$ cat src/rtl/sha3_msg_sequencer_if.sv
// ---------------------------------------------------------------------------
// sha3_msg_sequencer_if
//   Bundles the three handshakes of the SHA3 message sequencer:
//     message stream : msg_data/msg_valid/msg_last/msg_bytes -> msg_ready
//     core side      : core_in/core_in_valid/core_more -> core_hash_next/
//                      core_out_valid/core_out
//     digest output  : digest/digest_valid <- digest_ready, plus busy/err
//   Optional SHA3_SEQ_PERF_EN adds blk_count/msg_count.
//   Modports:
//     slave  - the sequencer itself
//     master - the environment (message source, core, digest consumer)
// ---------------------------------------------------------------------------
interface sha3_msg_sequencer_if;
  logic [63:0]   msg_data;
  logic          msg_valid;
  logic          msg_last;
  logic [3:0]    msg_bytes;
  logic          msg_ready;

  logic [1087:0] core_in;
  logic          core_in_valid;
  logic          core_more;
  logic          core_hash_next;
  logic          core_out_valid;
  logic [255:0]  core_out;

  logic [255:0]  digest;
  logic          digest_valid;
  logic          digest_ready;
  logic          busy;
  logic          err;
`ifdef SHA3_SEQ_PERF_EN
  logic [15:0]   blk_count;
  logic [31:0]   msg_count;
`endif

  modport slave (
    input  msg_data, msg_valid, msg_last, msg_bytes,
    output msg_ready,
    output core_in, core_in_valid, core_more,
    input  core_hash_next, core_out_valid, core_out,
    output digest, digest_valid,
    input  digest_ready,
    output busy, err
`ifdef SHA3_SEQ_PERF_EN
    , output blk_count, msg_count
`endif
  );

  modport master (
    output msg_data, msg_valid, msg_last, msg_bytes,
    input  msg_ready,
    input  core_in, core_in_valid, core_more,
    output core_hash_next, core_out_valid, core_out,
    input  digest, digest_valid,
    output digest_ready,
    input  busy, err
`ifdef SHA3_SEQ_PERF_EN
    , input blk_count, msg_count
`endif
  );
endinterface

$ cat src/rtl/sha3_msg_sequencer.sv
// ---------------------------------------------------------------------------
// sha3_msg_sequencer
//   Packs a 64-bit big-endian byte stream into 1088-bit SHA3-256 rate blocks,
//   applies SHA3 padding (DS_SUFFIX at the first free byte, 0x80 OR-ed into
//   byte 135), issues each block to the permutation core with the proper
//   core_more flag, waits for the core's completion and holds the 256-bit
//   digest behind a valid/ready handshake.
//
//   Ports:
//     clk  - clock
//     rst  - synchronous active-high reset
//     bus  - sha3_msg_sequencer_if.slave (message in, core, digest out,
//            busy, sticky watchdog/protocol err)
//
//   Parameters:
//     DS_SUFFIX   - domain-separation byte (8'h06 SHA3, 8'h1F SHAKE)
//     WDOG_CYCLES - cycles allowed from block issue to core completion
//
//   Optional feature macro: SHA3_SEQ_PERF_EN
//     adds blk_count (blocks issued in current message, saturating) and
//     msg_count (digests delivered, wrapping).
//
//   Block layout: byte n lives at core_in[1087-8n -: 8]; the buffer is held
//   as a packed [0:135] byte array so index n maps straight onto byte n.
// ---------------------------------------------------------------------------
module sha3_msg_sequencer #(
  parameter logic [7:0]  DS_SUFFIX   = 8'h06,
  parameter int unsigned WDOG_CYCLES = 64
) (
  input  logic                 clk,
  input  logic                 rst,
  sha3_msg_sequencer_if.slave  bus
);

  typedef enum logic [2:0] {
    IDLE, FILL, ISSUE, WAIT, PADBLK, DONE
  } state_t;

  localparam int WDW = $clog2(WDOG_CYCLES + 1);

  // Block used when the message ended exactly on a block boundary.
  localparam logic [0:135][7:0] PAD_ONLY = {DS_SUFFIX, {134{8'h00}}, 8'h80};

  state_t              state;
  logic [4:0]          word_idx;
  logic [0:135][7:0]   blk;
  logic [0:135][7:0]   blk_next;
  logic                core_in_valid_q;
  logic                core_more_q;
  logic                pad_pending;
  logic                msg_ready_q;
  logic [WDW-1:0]      wdog;
  logic [255:0]        digest_q;
  logic                digest_valid_q;
  logic                err_q;
`ifdef SHA3_SEQ_PERF_EN
  logic [15:0]         blk_count_q;
  logic [31:0]         msg_count_q;
`endif

  logic [0:7][7:0]     data_bytes;
  logic                full_word;
  logic                last_idx;
  logic                proto_err;
  logic                wdog_expired;

  assign data_bytes = bus.msg_data;
  // Out-of-range byte counts (9..15) are treated as a full word.
  assign full_word  = (bus.msg_bytes >= 4'd8);
  assign last_idx   = (word_idx == 5'd16);

  // Completion polarity must agree with the core_more flag we issued.
  assign proto_err    = (bus.core_out_valid && core_more_q) ||
                        (!bus.core_out_valid && bus.core_hash_next && !core_more_q);
  assign wdog_expired = !bus.core_out_valid && !bus.core_hash_next && (wdog == '0);

  // Buffer contents after accepting the word currently on msg_data,
  // including padding when that word ends the message with room left.
  always_comb begin
    // NOTE: every always_comb output gets a full default first so no path
    // leaves it unassigned; that is what keeps a latch from being inferred.
    blk_next = blk;
    for (int b = 0; b < 8; b++) begin
      if (!bus.msg_last || full_word || (4'(b) < bus.msg_bytes))
        blk_next[{word_idx, 3'(b)}] = data_bytes[3'(b)];
      else
        blk_next[{word_idx, 3'(b)}] = 8'h00;
    end
    if (bus.msg_last) begin
      if (!full_word) begin
        blk_next[{word_idx, bus.msg_bytes[2:0]}] = DS_SUFFIX;
        blk_next[135] = blk_next[135] | 8'h80;
      end else if (!last_idx) begin
        blk_next[{word_idx + 5'd1, 3'b000}] = DS_SUFFIX;
        blk_next[135] = blk_next[135] | 8'h80;
      end
    end
  end

  always_ff @(posedge clk) begin
    // NOTE: sequential state is updated only with non-blocking assignments so
    // every register sees the pre-edge values of the others.
    if (rst) begin
      state           <= IDLE;
      word_idx        <= '0;
      // NOTE: the block buffer is a register bank, not a RAM, and padding
      // only writes selected bytes into it, so it must start from zero.
      blk             <= '0;
      core_in_valid_q <= 1'b0;
      core_more_q     <= 1'b0;
      pad_pending     <= 1'b0;
      msg_ready_q     <= 1'b1;
      wdog            <= '0;
      digest_q        <= '0;
      digest_valid_q  <= 1'b0;
      err_q           <= 1'b0;
`ifdef SHA3_SEQ_PERF_EN
      blk_count_q     <= '0;
      msg_count_q     <= '0;
`endif
    end else begin
      core_in_valid_q <= 1'b0;
      unique case (state)
        IDLE, FILL: begin
          if (bus.msg_valid) begin
            blk <= blk_next;
            if (bus.msg_last) begin
              word_idx        <= '0;
              msg_ready_q     <= 1'b0;
              core_in_valid_q <= 1'b1;
              state           <= ISSUE;
              // A full final word in the last slot leaves no pad room:
              // the padding goes into an extra block.
              if (full_word && last_idx) begin
                core_more_q <= 1'b1;
                pad_pending <= 1'b1;
              end else begin
                core_more_q <= 1'b0;
              end
            end else if (last_idx) begin
              word_idx        <= '0;
              core_more_q     <= 1'b1;
              msg_ready_q     <= 1'b0;
              core_in_valid_q <= 1'b1;
              state           <= ISSUE;
            end else begin
              word_idx <= word_idx + 5'd1;
              state    <= FILL;
            end
          end
        end

        ISSUE: begin
          wdog  <= WDW'(WDOG_CYCLES);
          state <= WAIT;
`ifdef SHA3_SEQ_PERF_EN
          if (blk_count_q != 16'hFFFF)
            blk_count_q <= blk_count_q + 16'd1;
`endif
        end

        WAIT: begin
          if (proto_err || wdog_expired) begin
            err_q       <= 1'b1;
            state       <= IDLE;
            msg_ready_q <= 1'b1;
            blk         <= '0;
            word_idx    <= '0;
            core_more_q <= 1'b0;
            pad_pending <= 1'b0;
`ifdef SHA3_SEQ_PERF_EN
            blk_count_q <= '0;
`endif
          end else if (bus.core_out_valid) begin
            digest_q       <= bus.core_out;
            digest_valid_q <= 1'b1;
            state          <= DONE;
          end else if (bus.core_hash_next) begin
            if (pad_pending) begin
              state <= PADBLK;
            end else begin
              blk         <= '0;
              msg_ready_q <= 1'b1;
              state       <= FILL;
            end
          end else begin
            wdog <= wdog - 1'b1;
          end
        end

        PADBLK: begin
          blk             <= PAD_ONLY;
          core_more_q     <= 1'b0;
          pad_pending     <= 1'b0;
          core_in_valid_q <= 1'b1;
          state           <= ISSUE;
        end

        DONE: begin
          if (bus.digest_ready) begin
            digest_valid_q <= 1'b0;
            msg_ready_q    <= 1'b1;
            blk            <= '0;
            core_more_q    <= 1'b0;
            state          <= IDLE;
`ifdef SHA3_SEQ_PERF_EN
            blk_count_q    <= '0;
            msg_count_q    <= msg_count_q + 32'd1;
`endif
          end
        end

        default: state <= IDLE;
      endcase
    end
  end

  assign bus.msg_ready     = msg_ready_q;
  assign bus.core_in       = blk;
  assign bus.core_in_valid = core_in_valid_q;
  assign bus.core_more     = core_more_q;
  assign bus.digest        = digest_q;
  assign bus.digest_valid  = digest_valid_q;
  assign bus.busy          = (state != IDLE);
  assign bus.err           = err_q;
`ifdef SHA3_SEQ_PERF_EN
  assign bus.blk_count     = blk_count_q;
  assign bus.msg_count     = msg_count_q;
`endif

endmodule
$ cat src/flat_wrapper.sv
// flat-port wrapper written by rule: the top's interface ports become plain ports
module sha3_msg_sequencer_flat 
#(
  parameter logic [7:0]  DS_SUFFIX   = 8'h06,
  parameter int unsigned WDOG_CYCLES = 64
)
  (clk, rst, bus_msg_data, bus_msg_valid, bus_msg_last, bus_msg_bytes, bus_msg_ready, bus_core_in, bus_core_in_valid, bus_core_more, bus_core_hash_next, bus_core_out_valid, bus_core_out, bus_digest, bus_digest_valid, bus_digest_ready, bus_busy, bus_err);
  sha3_msg_sequencer_if bus_i ();
  input  logic clk;
  input  logic rst;
  input wire logic [$bits(bus_i.msg_data)-1:0] bus_msg_data;
  input wire logic [$bits(bus_i.msg_valid)-1:0] bus_msg_valid;
  input wire logic [$bits(bus_i.msg_last)-1:0] bus_msg_last;
  input wire logic [$bits(bus_i.msg_bytes)-1:0] bus_msg_bytes;
  output wire logic [$bits(bus_i.msg_ready)-1:0] bus_msg_ready;
  output wire logic [$bits(bus_i.core_in)-1:0] bus_core_in;
  output wire logic [$bits(bus_i.core_in_valid)-1:0] bus_core_in_valid;
  output wire logic [$bits(bus_i.core_more)-1:0] bus_core_more;
  input wire logic [$bits(bus_i.core_hash_next)-1:0] bus_core_hash_next;
  input wire logic [$bits(bus_i.core_out_valid)-1:0] bus_core_out_valid;
  input wire logic [$bits(bus_i.core_out)-1:0] bus_core_out;
  output wire logic [$bits(bus_i.digest)-1:0] bus_digest;
  output wire logic [$bits(bus_i.digest_valid)-1:0] bus_digest_valid;
  input wire logic [$bits(bus_i.digest_ready)-1:0] bus_digest_ready;
  output wire logic [$bits(bus_i.busy)-1:0] bus_busy;
  output wire logic [$bits(bus_i.err)-1:0] bus_err;
  assign bus_i.msg_data = bus_msg_data;
  assign bus_i.msg_valid = bus_msg_valid;
  assign bus_i.msg_last = bus_msg_last;
  assign bus_i.msg_bytes = bus_msg_bytes;
  assign bus_msg_ready = bus_i.msg_ready;
  assign bus_core_in = bus_i.core_in;
  assign bus_core_in_valid = bus_i.core_in_valid;
  assign bus_core_more = bus_i.core_more;
  assign bus_i.core_hash_next = bus_core_hash_next;
  assign bus_i.core_out_valid = bus_core_out_valid;
  assign bus_i.core_out = bus_core_out;
  assign bus_digest = bus_i.digest;
  assign bus_digest_valid = bus_i.digest_valid;
  assign bus_i.digest_ready = bus_digest_ready;
  assign bus_busy = bus_i.busy;
  assign bus_err = bus_i.err;
  sha3_msg_sequencer #(.DS_SUFFIX(DS_SUFFIX), .WDOG_CYCLES(WDOG_CYCLES)) u_core (.clk(clk), .rst(rst), .bus(bus_i));
endmodule
$ cat config.mk
export PLATFORM = sky130hd
export DESIGN_NAME = sha3_msg_sequencer_flat
export DESIGN_NICKNAME = d
export VERILOG_FILES = /design/src/rtl/sha3_msg_sequencer_if.sv /design/src/rtl/sha3_msg_sequencer.sv /design/src/flat_wrapper.sv
export SDC_FILE = /design/constraint.sdc
export NUM_CORES = 2
export LEC_CHECK = 0
export ABC_AREA = 0
export CORE_AREA = 2 2 647 649
export DETAILED_ROUTE_END_ITERATION = 7
export DIE_AREA = 0 0 649 651
export GPL_ROUTABILITY_DRIVEN = 1
export HOLD_SLACK_MARGIN = 0.02
export MAX_ROUTING_LAYER = met4
export SLEW_MARGIN = 10
export SYNTH_ARGS = -nofsm -noshare
export SYNTH_HDL_FRONTEND = slang
export SYNTH_SLANG_ARGS = --single-unit
$ cat constraint.sdc
create_clock -name clk -period 5.81 [get_ports clk]
set_input_delay 1.162 -clock clk [delete_from_list [all_inputs] [get_ports clk]]
set_output_delay 1.162 -clock clk [all_outputs]
set_load 0.03 [all_outputs]
[Word-level counts from Yosys, hierarchy flattened]
Cells that the tools add are included.
Cells by class
  bitwise operators: 33
  equality and inequality tests: 20
  add/sub/neg operators: 2
  magnitude comparators: 29
  reduce and logical (&&, ||, !) cells: 51
  mux-type cells: 91
Operator list (count)
  $mux W1088: 17
  $and A1088 B1088 Y1088: 8
  $bwmux W1088: 8
  $not A1088 Y1088: 8
  $pmux W1088 S4: 1
  $and A816 B816 Y816: 2
  $not A816 Y816: 2
  $demux W8 S8: 10
  $or A272 B272 Y272: 2
  $ge A9 B9 Y1 const B: 10
  $lt A9 B1 Y1 const B: 10
  $not A8 Y9: 10
  $mux W8: 10
  $mux W1: 22
  $mux W3: 7
  $mux W7: 3
  $mux W5: 4
  $logic_and A1 B1 Y1: 16
  $lt A3 B4 Y1 const A: 4
  $pmux W3 S5: 1
  $ne A2 B2 Y1 const B: 7
  $pmux W7 S2: 1
  $logic_or A1 B1 Y1: 11
  $pmux W5 S2: 1
  31 further kinds: 51
Storage, ports and cells
  output and inout port bits: 1350
  flip-flop bits (word level): 1365
  word-level logic and storage cells: 372
  input port bits: 331

[Longest topological paths before layout]
  word-level depth: 28
  gate-level depth with buffers: 11
  gate-level depth less buffers: 8

[Least setup slack after synthesis]
No wires, ideal clock.
  path kind: input -> register
  start: input port bus_msg_bytes[1]
  end: register u_core.blk (netlist bit u_core.bus.core_in[380])
  path buffers: 4
  setup time: 0.134 ns
  required time: 5.676 ns
  setup slack: 2.620 ns
  arrival: 3.056 ns
  stages on the path: 8
  cells stage by stage: buf_2 -> or4b_1 -> or2_2 -> clkbuf_1 -> clkbuf_1 -> nand2_1 -> clkbuf_1 -> o22ai_1
On the way
  longest elaborated chain between the ends: 24
  elaborated cells on any way between the ends: 54
  classes of those cells: order compare: 11; mux: 22; bitwise: 11; reduce/logical: 10
RTL lines
  from (decl): line flat_wrapper.sv:14  | input wire logic [$bits(bus_i.msg_bytes)-1:0] bus_msg_bytes;
  $ge A4 B4 Y1: line sha3_msg_sequencer.sv:69  | assign full_word = (bus.msg_bytes >= 4'd8);
  $logic_or A1 B1 Y1 (2 in series): line sha3_msg_sequencer.sv:84  | if (!bus.msg_last || full_word || (4'(b) < bus.msg_bytes))
  $mux W1088: line sha3_msg_sequencer.sv:84
  $and A1088 B1088 Y1088 (no source line) or $bwmux W1088 (tied branches)
  $mux W1088: line sha3_msg_sequencer.sv:84
  $and A1088 B1088 Y1088 (no source line) or $bwmux W1088 (tied branches)
  $mux W1088: line sha3_msg_sequencer.sv:84
  $and A1088 B1088 Y1088 (no source line) or $bwmux W1088 (tied branches)
  (+7 left out)
  $and A1088 B1088 Y1088 (no source line) or $bwmux W1088 (tied branches)
  $mux W1088: line sha3_msg_sequencer.sv:84
  $and A816 B816 Y816 (no source line)
  $mux W1088: line sha3_msg_sequencer.sv:93  | end else if (!last_idx) begin
  $mux W1088: line sha3_msg_sequencer.sv:90  | if (!full_word) begin
  $mux W1088 *: line sha3_msg_sequencer.sv:89  | if (bus.msg_last) begin
  $mux W1088 *: line sha3_msg_sequencer.sv:125  | if (bus.msg_valid) begin
  $pmux W1088 S4 *: line sha3_msg_sequencer.sv:123  | unique case (state)
  to (signal assigned): line sha3_msg_sequencer.sv:126  | blk <= blk_next;
  to (decl): line sha3_msg_sequencer.sv:46  | logic [0:135][7:0] blk;
Mark *: on every way between the ends. The rest lies on a longest branch, timed or not. The select of a mux whose other input is x is not followed.
A chain may end at the register's enable or synchronous reset.

[Worst setup path in the final report]
  start: input port bus_core_out_valid
  end: register u_core.blk (netlist bit u_core.bus.core_in[162])
On the way
  longest elaborated chain between the ends: 7
  elaborated cells on any way between the ends: 14
  classes of those cells: eq/ne: 3; mux: 2; reduce/logical: 9
RTL lines
  from (decl): line flat_wrapper.sv:20  | input wire logic [$bits(bus_i.core_out_valid)-1:0] bus_core_out_valid;
  $logic_not A1 Y1: line sha3_msg_sequencer.sv:74, sha3_msg_sequencer.sv:75
  $logic_and A1 B1 Y1 (2 in series): line sha3_msg_sequencer.sv:74  | (!bus.core_out_valid && bus.core_hash_next && !core_more_q);
  $logic_or A1 B1 Y1: line sha3_msg_sequencer.sv:73  | assign proto_err = (bus.core_out_valid && core_more_q) ||
  $logic_or A1 B1 Y1: line sha3_msg_sequencer.sv:163  | if (proto_err || wdog_expired) begin
  $ne A3 B3 Y1 (no source line) (tied with other cells)
  $reduce_and A6 Y1 (no source line) or $pmux W1088 S4 (tied branches)
Parallel ways exist; a longest one is shown, timed or not.

==> key figures <==
Die
  • Die footprint: roughly 420000 µm²
  • DIE WIDTH: between 600 and 700 µm
  • Core ar.: just over 400000 µm²
  • Die Ht: roughly 650 µm
  • Placement Rows: about 240
  • # IOs: about 1700
  • Initial Util: a little over a tenth

Clock network
  • CTS max path bufs: 4
  • Clock slew at reported path FFs: around 0.060 ns
  • H-tree depth: 4
  • CTS Sinks: ~1400
  • CTS hold repair buffers: 0
  • Postcts setup bufs: 0
  • Clk root buf: clkbuf_16
  • CTS tree: done
  • Worst-Skew Late Latency: slightly below 0.9 ns
  • CTS resizes: 0
  • CTS Buf Count: approximately 170

Worst setup path
  • FF-to-FF path depth: 6
  • Slowest cell on the critical path: o21ai_4
  • Worst setup path startpoint: bus_core_out_valid
  • R2R Path Start: u_core.state[2]
  • Critical Path RT: around 6.5 ns
  • Worst Setup End Kind: flop
  • Startpoint Class: input pin
  • Critical path fanouts, max: 22
  • Worst EP arrival: slightly above 5 ns
  • CP Cell Sequence: clkdlybuf4s50_1, mux2_2, a211oi_1, or3_1, o21ai_4, nand2_1, a22o_1
  • CP peak stage delay: 0.98 ns
  • Setup Crit Path Kind: input pin to flop

Detailed routing
  • Drt initial violations: 3522
  • DR vias/cell: 3.64
  • Routed Wire Length: 378 mm
  • Vias: 43345
  • Antenna-violating nets left: 0
  • DRT Pass-1 Iters: 6
  • WL/cell: around 32 µm
  • # DRC: 0

Power
  • Psw: roughly 0.006 W
  • PD cells: between 200 and 300 nW/µm²
  • Lkg Pwr: between 20 and 30 nW
  • IR drop worst, VDD: ~0.22 mV
  • Reg power frac: between 40% and 50%
  • Comb pwr share: under 10%
  • Clock network power share: approximately 50%
  • Pint: approximately 0.016 W
  • Sw Share: a little over a quarter

Final layout
  • Area growth, synth to finish: 65.9%
  • Fin area: about 76000 µm²
  • Nets: 6581
  • Fillcell total: 45856
  • Proportion of layout cells with a drive suffix above 1: a little under a tenth

Placed design
  • GPL Wtd Cong: between 0.9 and 1
  • Dpl ws: roughly 0.4 ns
  • Detailed Place HPWL: 316 mm
  • Port buffer count: 1648
  • Placed Area: between 60000 and 70000 µm²

GRT
  • Initial antenna violation count: between 100 and 150
  • Vias in the first global route: between 40000 and 50000
  • Largest net degree at the start of global routing: ~100
  • Gr usage total: between 15 and 20%
  • Total gr overflow: 0
  • Global-route wire length before repair: around 470 mm

Hold path
  • Hold Crit Class: flop to flop
  • WHS Path Cells: 2
  • Hold path startpoint: u_core.bus.digest[143]

Timing
  • Max Freq: 0.225 GHz
  • Slew Limit Fails: 0
  • Slew headroom: a little under an eighth
  • Fin crit period: ~4.4 ns
  • RSZ-0062 raised after global routing: false
  • Final setup viols: 0
  • Worst hold slack: between 0.4 and 0.5 ns
  • Final period utilization: between 70% and 80%
  • Slew @ Worst Pin: between 1 and 1.5 ns
  • Final hold vios: 0
  • Total negative slack: 0 ns
  • Clock Skew: between 0.06 and 0.07 ns
  • Setup ws final: between 1 and 1.5 ns

Logic synthesis
  • Yosys top cell area share: ~60%
  • Post-Synthesis Cells: 4519
  • Post-synth top flop: dfxtp_1
  • Async set-or-reset flop fraction in the synthesized netlist: 0%
  • Area leader, netlist: dfxtp_1
  • Cell with the most instances after synthesis: dfxtp_1
  • Synth warnings: 0
  • Post-synth EDFFs: 0
  • Synth Cell Area: about 46000 µm²
  • Synth top cells by count: dfxtp_1, nand2_1, and2_1
  • Yosys reg bits: 1365
  • Synth top area cells: dfxtp_1, a22o_1, nand2_1
  • Syn avg cell area: approximately 10 µm²
  • Synth cell types: 72
  • Post-Syn Nets: between 4000 and 5000
  • Sequential area share after synthesis: 60.0%

Run status
  • Status: completed

Flow run
  • MaxCap Viol Count: 0
-- through the flow --
| step | std cells | power [W] | utilization [%] |
|---|---|---|---|
| finish | 11917 | 0.0224 | 18.2 |
| global route | 11884 | 0.0232 | 18.2 |
| CTS | 11868 | 0.0228 | 18.2 |
| detailed placement | 11568 | 0.0114 | 16.8 |
| global placement | 11567 | 0.0114 | 16.8 |
| floorplan | 4519 | 0.0103 | - |
-- registers in the layout (all words and copies together), names as in the netlist --
signal	flops
u_core.bus.core_in	1088
u_core.bus.core_more	1
u_core.pad_pending	1
u_core.bus.err	1
u_core.wdog	7
u_core.bus.digest	256
u_core.bus.digest_valid	1
u_core.word_idx	5
u_core.bus.core_in_valid	1
u_core.state	3
u_core.bus.msg_ready	1
-- cells in the final DEF (no fill, tap or decap), types with 92 or more instances in the layout --
cell             synthesis  layout
nand2_1                763     758
buf_4                    2     186
nor2_1                 122      92
clkbuf_16                0     170
a21oi_1                382     377
o21ai_0                195     194
clkdlybuf4s50_1          0    1644
dfxtp_1               1365    1365
and2_1                 416     415
a22o_1                 396     396
o2bb2ai_1              196     196
-- worst max-delay path: cells and delay by family --
| family | cells | cell delay [ns] |
|---|---|---|
| compound gates | 3 | 1.51 |
| buf+inv | 1 | 0.70 |
| mux | 1 | 0.23 |
| simple gates | 2 | 1.52 |
-- metal layers --
metal,global-route usage (%),routed length (µm),up-vias
met2,31.5,194000,2042
met4,6.97,17700,0
li1,-,-,19432
met1,17.4,131000,21383
met5,-,0,-
met3,6.24,34400,488
-- layout make-up --
class                           instances  area [µm²]  area share, %
Timing Repair Buffer                 1843       18100           24.0
Sequential cell                      1365       27300           36.2
Multi-Input combinational cell       2839       17200           22.8
Clock buffer                          226        4750           6.29
Clock inverter                         74        1040           1.37
Antenna cell                           49         123          0.162
Inverter                               24        90.1          0.119
Tap cell                             5497        6880           9.11
-- path summary, 6_finish.rpt --
path	endpoint	slack [ns]
worst max register to register	u_core.bus.core_in[162]	1.55
worst max-delay path	u_core.bus.core_in[162]	1.36
worst min-delay path	u_core.bus.digest[143]	0.45
worst min register to register	u_core.bus.digest[143]	0.45
-- cell families after synthesis --
group,synth area share (%)
adders and majority gates,0.220
buffers and inverters,2.76
xor gates and xnor gates,0.0770
AOI/OAI and AO/OA,20.8
muxes,0.113
and+or+nand+nor,16.0
DFF,60.0
-- power by group through the flow --
stage | logic [W] | registers (W) | clock network [W]
global route | 0.00182 | 0.00946 | 0.0119
finish | 0.00173 | 0.00946 | 0.0112
CTS | 0.00178 | 0.00946 | 0.0116
detailed placement | 0.00178 | 0.00966 | 0
global placement | 0.00177 | 0.00966 | 0
floorplan | 0.000525 | 0.00975 | 0
(Power assumes the default switching activity.)
